$ cat src/rtl/uart_tx_arbiter.sv
// Round-robin arbiter that hands one UART transmitter to one of four byte sources.
// A grant is held across a message, up to MAX_BURST bytes, or until the holder goes quiet.
//
// state     | meaning
// IDLE      | no grant; arbitrate when a request is present and the transmitter is free
// SEND      | one cycle: pulse tx_start and req_ready to the holder
// WAIT_BUSY | wait for the transmitter to report the frame in progress
// WAIT_DONE | wait for the frame to finish; release or keep the grant
// HOLD      | keep the grant, waiting for the holder's next byte or the timeout
module uart_tx_arbiter #(
  parameter int NUM_REQ      = 4,
  parameter int MAX_BURST    = 16,
  parameter int HOLD_TIMEOUT = 255
) (
  input  logic                   clk,
  input  logic                   rst_n,
  input  logic [NUM_REQ-1:0]     req_valid,
  input  logic [8*NUM_REQ-1:0]   req_data,
  input  logic [NUM_REQ-1:0]     req_last,
  output logic [NUM_REQ-1:0]     req_ready,
  output logic [7:0]             tx_data,
  output logic                   tx_start,
  input  logic                   tx_busy,
  output logic [1:0]             grant_id,
  output logic                   grant_active
);

  localparam logic [4:0] BURST_MAX = 5'(MAX_BURST);
  localparam logic [7:0] HOLD_LAST = 8'(HOLD_TIMEOUT - 1);

  typedef enum logic [2:0] {
    IDLE      = 3'd0,
    SEND      = 3'd1,
    WAIT_BUSY = 3'd2,
    WAIT_DONE = 3'd3,
    HOLD      = 3'd4
  } state_t;

  state_t      state_q, state_d;
  logic [1:0]  grant_id_q, grant_id_d;
  logic [1:0]  last_grant_q, last_grant_d;
  logic        grant_active_q, grant_active_d;
  logic [4:0]  burst_q, burst_d;
  logic [7:0]  hold_cnt_q, hold_cnt_d;
  logic        msg_last_q, msg_last_d;
  logic [7:0]  tx_data_q, tx_data_d;

  logic [1:0]  winner;
  logic [1:0]  rr_idx;
  logic        found;
  logic        rel;

  // Search starts just past the previous holder so every source gets a turn.
  always_comb begin
    winner = last_grant_q;
    rr_idx = last_grant_q;
    found  = 1'b0;
    for (int i = 1; i <= NUM_REQ; i++) begin
      rr_idx = last_grant_q + 2'(i);
      if (!found && req_valid[rr_idx]) begin
        winner = rr_idx;
        found  = 1'b1;
      end
    end
  end

  always_comb begin
    state_d        = state_q;
    grant_id_d     = grant_id_q;
    last_grant_d   = last_grant_q;
    grant_active_d = grant_active_q;
    burst_d        = burst_q;
    hold_cnt_d     = hold_cnt_q;
    msg_last_d     = msg_last_q;
    tx_data_d      = tx_data_q;
    rel            = 1'b0;

    case (state_q)
      IDLE: begin
        if (|req_valid && !tx_busy) begin
          state_d        = SEND;
          grant_id_d     = winner;
          grant_active_d = 1'b1;
          tx_data_d      = req_data[{winner, 3'b000} +: 8];
        end
      end
      SEND: begin
        burst_d    = (burst_q == BURST_MAX) ? burst_q : burst_q + 5'd1;
        msg_last_d = req_last[grant_id_q];
        hold_cnt_d = 8'd0;
        state_d    = WAIT_BUSY;
      end
      WAIT_BUSY: begin
        if (tx_busy) state_d = WAIT_DONE;
      end
      WAIT_DONE: begin
        if (!tx_busy) begin
          if (msg_last_q || burst_q == BURST_MAX) rel = 1'b1;
          else                                    state_d = HOLD;
        end
      end
      HOLD: begin
        if (req_valid[grant_id_q]) begin
          state_d   = SEND;
          tx_data_d = req_data[{grant_id_q, 3'b000} +: 8];
        end else if (hold_cnt_q == HOLD_LAST) begin
          rel = 1'b1;
        end else begin
          hold_cnt_d = hold_cnt_q + 8'd1;
        end
      end
      default: state_d = IDLE;
    endcase

    if (rel) begin
      state_d        = IDLE;
      last_grant_d   = grant_id_q;
      burst_d        = 5'd0;
      hold_cnt_d     = 8'd0;
      grant_active_d = 1'b0;
    end
  end

  always_ff @(posedge clk or negedge rst_n) begin
    if (!rst_n) begin
      state_q        <= IDLE;
      grant_id_q     <= 2'd0;
      last_grant_q   <= 2'd3;
      grant_active_q <= 1'b0;
      burst_q        <= 5'd0;
      hold_cnt_q     <= 8'd0;
      msg_last_q     <= 1'b0;
      tx_data_q      <= 8'h00;
    end else begin
      state_q        <= state_d;
      grant_id_q     <= grant_id_d;
      last_grant_q   <= last_grant_d;
      grant_active_q <= grant_active_d;
      burst_q        <= burst_d;
      hold_cnt_q     <= hold_cnt_d;
      msg_last_q     <= msg_last_d;
      tx_data_q      <= tx_data_d;
    end
  end

  always_comb begin
    req_ready = '0;
    if (state_q == SEND) req_ready[grant_id_q] = 1'b1;
  end

  assign tx_start     = (state_q == SEND);
  assign tx_data      = tx_data_q;
  assign grant_id     = grant_id_q;
  assign grant_active = grant_active_q;

endmodule
$ cat config.mk
export PLATFORM = sky130hd
export DESIGN_NAME = uart_tx_arbiter
export DESIGN_NICKNAME = d
export VERILOG_FILES = /design/src/rtl/uart_tx_arbiter.sv
export SDC_FILE = /design/constraint.sdc
export NUM_CORES = 1
export LEC_CHECK = 0
export BUFFER_PORTS_ARGS = -buffer_cell sky130_fd_sc_hd__clkbuf_2
export CORE_ASPECT_RATIO = 1.5
export CORE_MARGIN = 2
export CORE_UTILIZATION = 51
export CTS_CLUSTER_DIAMETER = 30
export CTS_CLUSTER_SIZE = 24
export DETAILED_ROUTE_END_ITERATION = 8
export PLACE_DENSITY_LB_ADDON = 0.12
export SYNTH_ARGS = -nofsm -noshare
export SYNTH_HDL_FRONTEND = slang
export SYNTH_SLANG_ARGS = --single-unit
$ cat constraint.sdc
create_clock -name clk -period 2.5 [get_ports clk]
set_clock_uncertainty 0.05 [all_clocks]
set_input_delay 0.375 -clock clk [delete_from_list [all_inputs] [get_ports clk]]
set_output_delay 0.375 -clock clk [all_outputs]
set_load 0.03 [all_outputs]
==> flow_metrics.env, run 1 <==
export IMPL_status="completed"
export IMPL_final_nets=311
export IMPL_ctsLongestPathBuffers=2
export IMPL_cts_resized=0
export IMPL_wl_per_cell_um=14.9
export IMPL_stdcell_count=308
export IMPL_relSlewSlack_pct=35.9
export IMPL_grt_ovfl_total=0
export IMPL_seq_area_frac_synth_pct=38.5
export IMPL_synth_cell_type_count=47
export IMPL_drc=0
export IMPL_pwr_share_seq_pct=31.7
export IMPL_drv_cap=0
export IMPL_syn_nets=248
export IMPL_cp_start_kind="flip-flop"
export IMPL_path_clk_slew_ns=0.07
export IMPL_vdd_drop_max_uv=747
export IMPL_pre_cts_slack_ns=0.261
export IMPL_p_int_w=0.00152
export IMPL_fin_ws_ns=0.241
export IMPL_syn_area_per_cell_sq_um=9.72
export IMPL_period_minus_slack_ns=2.26
export IMPL_area_growth_pct=22.7
export IMPL_async_flop_share_pct=100
export IMPL_drtIter0Drc=25
export IMPL_num_io_pins=59
export IMPL_maxSlewViolCount=0
export IMPL_numCtsBuffers=5
export IMPL_final_layout_size_suffix_gt1_share_pct=32.8
export IMPL_core_area_sq_mm=0.00368
export IMPL_setup_violations_final=0
export IMPL_cts_tree="done"
export IMPL_grt_total_usage_pct=22.8
export IMPL_die_height_um=79.8
export IMPL_arrival_ns=1.83
export IMPL_die_area_sq_mm=0.00435
export IMPL_mappedNetlistArea_sq_mm=0.00195
export IMPL_dpl_hpwl_um=3470
export IMPL_rsz0062_at_grt="no"
export IMPL_hold_path_class="input pin to asynchronous set/reset pin"
export IMPL_fmax_mhz=443
export IMPL_first_pass_iters=4
export IMPL_switching_power_w=0.00116
export IMPL_power_density_mw_per_mm2=1120
export IMPL_grt_pass1_wl_um=7300
export IMPL_clock_latency_ns=0.29
export IMPL_synth_edf_count=0
export IMPL_power_frac_clock_pct=18.0
export IMPL_via_per_inst=5.75
export IMPL_synth_flop_cell="dfrtp_1"
export IMPL_port_buffers=58
export IMPL_end_kind="primary output"
export IMPL_vias=1771
export IMPL_cp_max_fo=10
export IMPL_yosysWarningCount=0
export IMPL_fin_crit_sh_pct=90.4
export IMPL_power_static_leakage_nw=1.15
export IMPL_clock_sinks=30
export IMPL_worstSetupPathType="flip-flop to primary output"
export IMPL_rows=27
export IMPL_gp_congestion=0.802
export IMPL_grt_max_degree=31
export IMPL_ant_nets=0
export IMPL_swShare_pct=43.2
export IMPL_hold_viol_final=0
export IMPL_ys_ff_latch=30
export IMPL_dpl_cell_count=300
export IMPL_required_ns=2.08
export IMPL_worstMarginPinSlew_ns=0.954
export IMPL_combPwrFrac_pct=50.3
export IMPL_drt_wl_total_um=4600
export IMPL_grt_pass1_vias=1702
export IMPL_die_w_um=54.5
export IMPL_cts_htree_levels=2
export IMPL_antenna_found_initial=0
export IMPL_cts_hold_buffers=0
export IMPL_cts_setup_buffers=0
export IMPL_final_setup_tns_ns=0
export IMPL_syn_inst=201
export IMPL_clock_root_buffer="clkbuf_8"
export IMPL_floorplan_initialDensity_pct=53.1
export IMPL_total_power_w=0.00267
export IMPL_diodes=0
[final timing paths]
path,startpoint,endpoint,cells after the start,slack (ns)
worst min register to register,hold_cnt_q[6],hold_cnt_q[6],1,0.43
worst min-delay path,rst_n,tx_data[2],1,0.09
max in group asynchronous,rst_n,burst_q[3],1,1.82
min in group clk,req_data[1],tx_data[1],3,0.36
worst max register to register,burst_q[0],state_q[0],8,0.28
worst max-delay path,state_q[2],req_ready[1],6,0.24
[state kept, by name (all words and copies together) (netlist names)]
register / flops
grant_id: 2
last_grant_q: 2
state_q: 3
grant_active: 1
tx_data: 8
hold_cnt_q: 8
burst_q: 5
msg_last_q: 1
[power by group through the flow]
stage | clock network, W | logic, W | registers [W]
finish | 0.000482 | 0.00134 | 0.000848
global route | 0.000510 | 0.00147 | 0.000876
CTS | 0.000495 | 0.00136 | 0.000846
detailed placement | 0 | 0.00135 | 0.000854
global placement | 0 | 0.00133 | 0.000846
floorplan | 0 | 0.000894 | 0.000970
[routing by layer]
metal  share of wire (%)  vias up  GRT usage (%)  wire [um]
li1                    -      871              -          -
met1                  38      849           23.9       1770
met2                  56       47           42.8       2570
met3                 4.5        4           5.06        209
met4                 1.1        0           6.75         51
met5                   0        -              0          0
[synthesized netlist by cell type (2+ instances only)]
cell type  number  share of area [%]
a211oi_1        3                1.2
a21oi_1         5                1.3
a221oi_1        8                3.6
a31oi_1         8                2.6
and3_1          4                1.3
buf_4           3                1.2
buf_6           2                1.2
clkbuf_1        3               0.58
dfrtp_1        28                 36
dfstp_2         2                2.7
ha_1            4                2.6
inv_1           7                1.3
mux2_2          3                1.7
mux2i_1        19                9.7
mux4_2          2                2.3
nand2_1        22                4.2
nand2b_1        3               0.96
nand3_1         2               0.51
nand4_1         3               0.96
nor2_1         21                4.0
nor2b_1         2               0.64
nor3_1          2               0.51
nor3b_1         3                1.2
nor4_1          2               0.64
o21ai_0         9                2.3
o21ai_1         4                1.0
o21bai_1        2               0.77
o31ai_1         4                1.5
xnor2_1         3                1.3
[metrics by stage]
stage               cell area (sq um)  utilization, %  hold WS (ns)
floorplan                        1950               -        0.0294
global placement                 2290            62.2         0.412
detailed placement               2290            62.2         0.415
CTS                              2400            65.1         0.118
global route                     2400            65.1         0.161
finish                           2400            65.1        0.0946
[layout by cell type (no fill, tap or decap), types with 3 or more instances in the layout]
cell,instances
a211oi_1,3
a21oi_1,5
a221oi_1,8
a31oi_1,8
and3_1,4
buf_4,7
clkbuf_2,58
clkbuf_8,5
dfrtp_1,28
ha_1,4
inv_1,7
mux2_2,3
mux2i_1,19
nand2_1,22
nand2b_1,3
nand4_1,3
nor2_1,21
nor3b_1,3
o21ai_0,9
o21ai_1,4
o31ai_1,4
xnor2_1,3
[cells by family (layout without fill, tap and decap cells)]
group | Yosys count | in the layout | synth area share (%)
DFF | 30 | 30 | 38.5
xor gates and xnor gates | 3 | 3 | 1.34
muxes | 24 | 24 | 13.8
AOI/OAI and AO/OA | 51 | 51 | 19.8
adders and majority gates | 4 | 4 | 2.56
buffers and inverters | 16 | 80 | 4.48
and+or+nand+nor | 73 | 73 | 19.5
[cell type report]
type	count	area, sq um
repair buffers	65	343
inverters	7	26.3
fillers	354	1280
well taps	43	53.8
multi-input cells	155	1110
flip-flops and latches	30	753
clock inverters	3	40.0
clock buffers	5	68.8
[critical path: stages (launching register included)]
cell and delay (ns):
dfrtp_1 0.37, buf_4 0.17, nor2b_1 0.25, nand2b_1 0.22
inv_1 0.17, and3_1 0.17, clkbuf_2 0.20
(Power assumes the default switching activity.)
==> inputs of run 2 (changes only) <==
- CORE_UTILIZATION: 51 -> 50
- SLEW_MARGIN: not set -> 20
==> run 2 against run 1 <==
  * Combinational power about the same
  * Setup slack worse by 0.024 ns
  * Clock-buffer cell count increased by 2
  * Maximum frequency decreased by 1.0%
  * Clock power is 16% lower
  * Via count grew 2.0%
  * Critical path depth stayed put
  * Core utilization is 0.86 points lower
  * Cell count up 0.32%
  * Sequential power is 2.8% lower
  * Largest power group unchanged
==> flow_metrics.env, run 2 (synthesized netlist as in run 1, its figures left out) <==
export IMPL_die_area_sq_mm=0.00443
export IMPL_worst_path_buf_inv=3
export IMPL_diodes=0
export IMPL_cts_setup_buffers=0
export IMPL_worstPathCellList="buf_4 -> nor2b_1 -> nand2b_1 -> inv_1 -> and3_1 -> clkbuf_2"
export IMPL_ctsLongestPathBuffers=2
export IMPL_layout_common_cells="clkbuf_2, dfrtp_1, nand2_1"
export IMPL_worstSetupPathType="flip-flop to primary output"
export IMPL_r2r_slack_ns=0.31
export IMPL_clock_latency_ns=0.28
export IMPL_cts_htree_levels=2
export IMPL_drc=0
export IMPL_placed_area_sq_mm=0.00230
export IMPL_worstMarginPinSlew_ns=0.910
export IMPL_cp_slowest_cell="dfrtp_1"
export IMPL_floorplan_initialDensity_pct=52.6
export IMPL_fill_cells=344
export IMPL_core_area_sq_mm=0.00372
export IMPL_port_buffers=58
export IMPL_status="completed"
export IMPL_maxSlewViolCount=0
export IMPL_final_layout_size_suffix_gt1_share_pct=32.7
export IMPL_regArea_sq_um=753
export IMPL_hold_viol_final=0
export IMPL_fin_crit_sh_pct=91.3
export IMPL_arrival_ns=1.86
export IMPL_vias=1806
export IMPL_end_kind="primary output"
export IMPL_setup_violations_final=0
export IMPL_final_common_cell="clkbuf_2"
export IMPL_grt_pass1_wl_um=7210
export IMPL_rows=27
export IMPL_required_ns=2.08
export IMPL_fmax_mhz=438
export IMPL_grt_total_usage_pct=22.0
export IMPL_period_minus_slack_ns=2.28
export IMPL_grt_ovfl_total=0
export IMPL_first_pass_iters=4
export IMPL_cts_hold_buffers=0
export IMPL_via_per_inst=5.84
export IMPL_grt_pass1_vias=1724
export IMPL_clock_sinks=30
export IMPL_die_height_um=80.6
export IMPL_rsz0062_at_grt="no"
export IMPL_cts_resized=0
export IMPL_slowest_delay_ns=0.38
export IMPL_grt_max_degree=31
export IMPL_ant_nets=0
export IMPL_cp_max_fo=10
export IMPL_num_io_pins=59
export IMPL_design_area_sq_mm=0.00239
export IMPL_dpl_hpwl_um=3400
export IMPL_total_power_w=0.00259
export IMPL_final_setup_tns_ns=0
export IMPL_power_density_mw_per_mm2=1090
export IMPL_path_clk_slew_ns=0.07
export IMPL_numCtsBuffers=5
export IMPL_final_nets=312
export IMPL_cts_tree="done"
export IMPL_area_growth_pct=22.2
export IMPL_wl_per_cell_um=14.4
export IMPL_relSlewSlack_pct=38.8
export IMPL_drt_wl_total_um=4440
export IMPL_drtIter0Drc=48
export IMPL_hold_path_class="input pin to asynchronous set/reset pin"
export IMPL_cp_top_family="simple AND/OR/NAND/NOR gates"
export IMPL_antenna_found_initial=0
export IMPL_die_w_um=55.0
export IMPL_multiInputGateArea_sq_mm=0.00111
export IMPL_cp_start_kind="flip-flop"
export IMPL_gp_congestion=0.792
export IMPL_power_static_leakage_nw=1.14
export IMPL_drv_cap=0
export IMPL_vdd_drop_max_uv=774
export IMPL_clock_root_buffer="clkbuf_8"
-- run 2: per-stage QoR --
stage | setup slack, ns | cells | hold WS, ns | util [%]
detailed placement | 0.319 | 301 | 0.419 | 61.8
floorplan | 0.177 | 201 | 0.0294 | -
CTS | 0.247 | 309 | 0.135 | 64.3
global route | 0.0952 | 309 | 0.178 | 64.3
global placement | 0.337 | 301 | 0.410 | 61.8
finish | 0.217 | 309 | 0.104 | 64.3
-- run 2: worst paths after layout --
kind | depth (start not counted) | to | start
worst min-delay path | 1 | tx_data[0] | rst_n
worst min register to register | 1 | hold_cnt_q[6] | hold_cnt_q[6]
worst max-delay path | 6 | req_ready[1] | state_q[2]
max in group asynchronous | 1 | hold_cnt_q[7] | rst_n
worst max register to register | 5 | tx_data[6] | last_grant_q[1]
min in group clk | 3 | tx_data[6] | req_data[22]
-- run 2: area by class of cell --
class,count,area share [%]
multi-input cells,155,46.6
flip-flops and latches,30,31.5
repair buffers,66,14.7
clock buffers,7,3.61
well taps,43,2.25
inverters,7,1.10
clock inverters,1,0.210
-- run 2: worst reg2reg max path, stage by stage (launching register included) --
cell and delay, ns:
dfstp_2 0.60, mux2i_1 0.20, a21oi_1 0.14, a31oi_4 0.63
mux2i_1 0.18, a221oi_1 0.30
-- run 2: power by group --
part / internal (W) / leakage [nW] / total [W] / switching, W
clock network: 0.000222 / 0.0482 / 0.000403 / 0.000182
logic: 0.000558 / 0.724 / 0.00137 / 0.000808
registers: 0.000677 / 0.369 / 0.000824 / 0.000147
total: 0.00146 / 1.14 / 0.00259 / 0.00114
-- run 2: metal layers --
metal  GRT usage (%)  up-vias  wire [um]
li1                -      881          -
met1            23.3      851       1720
met2            39.9       64       2440
met3            5.58       10        204
met4            8.05        0         81
met5               0        -          0
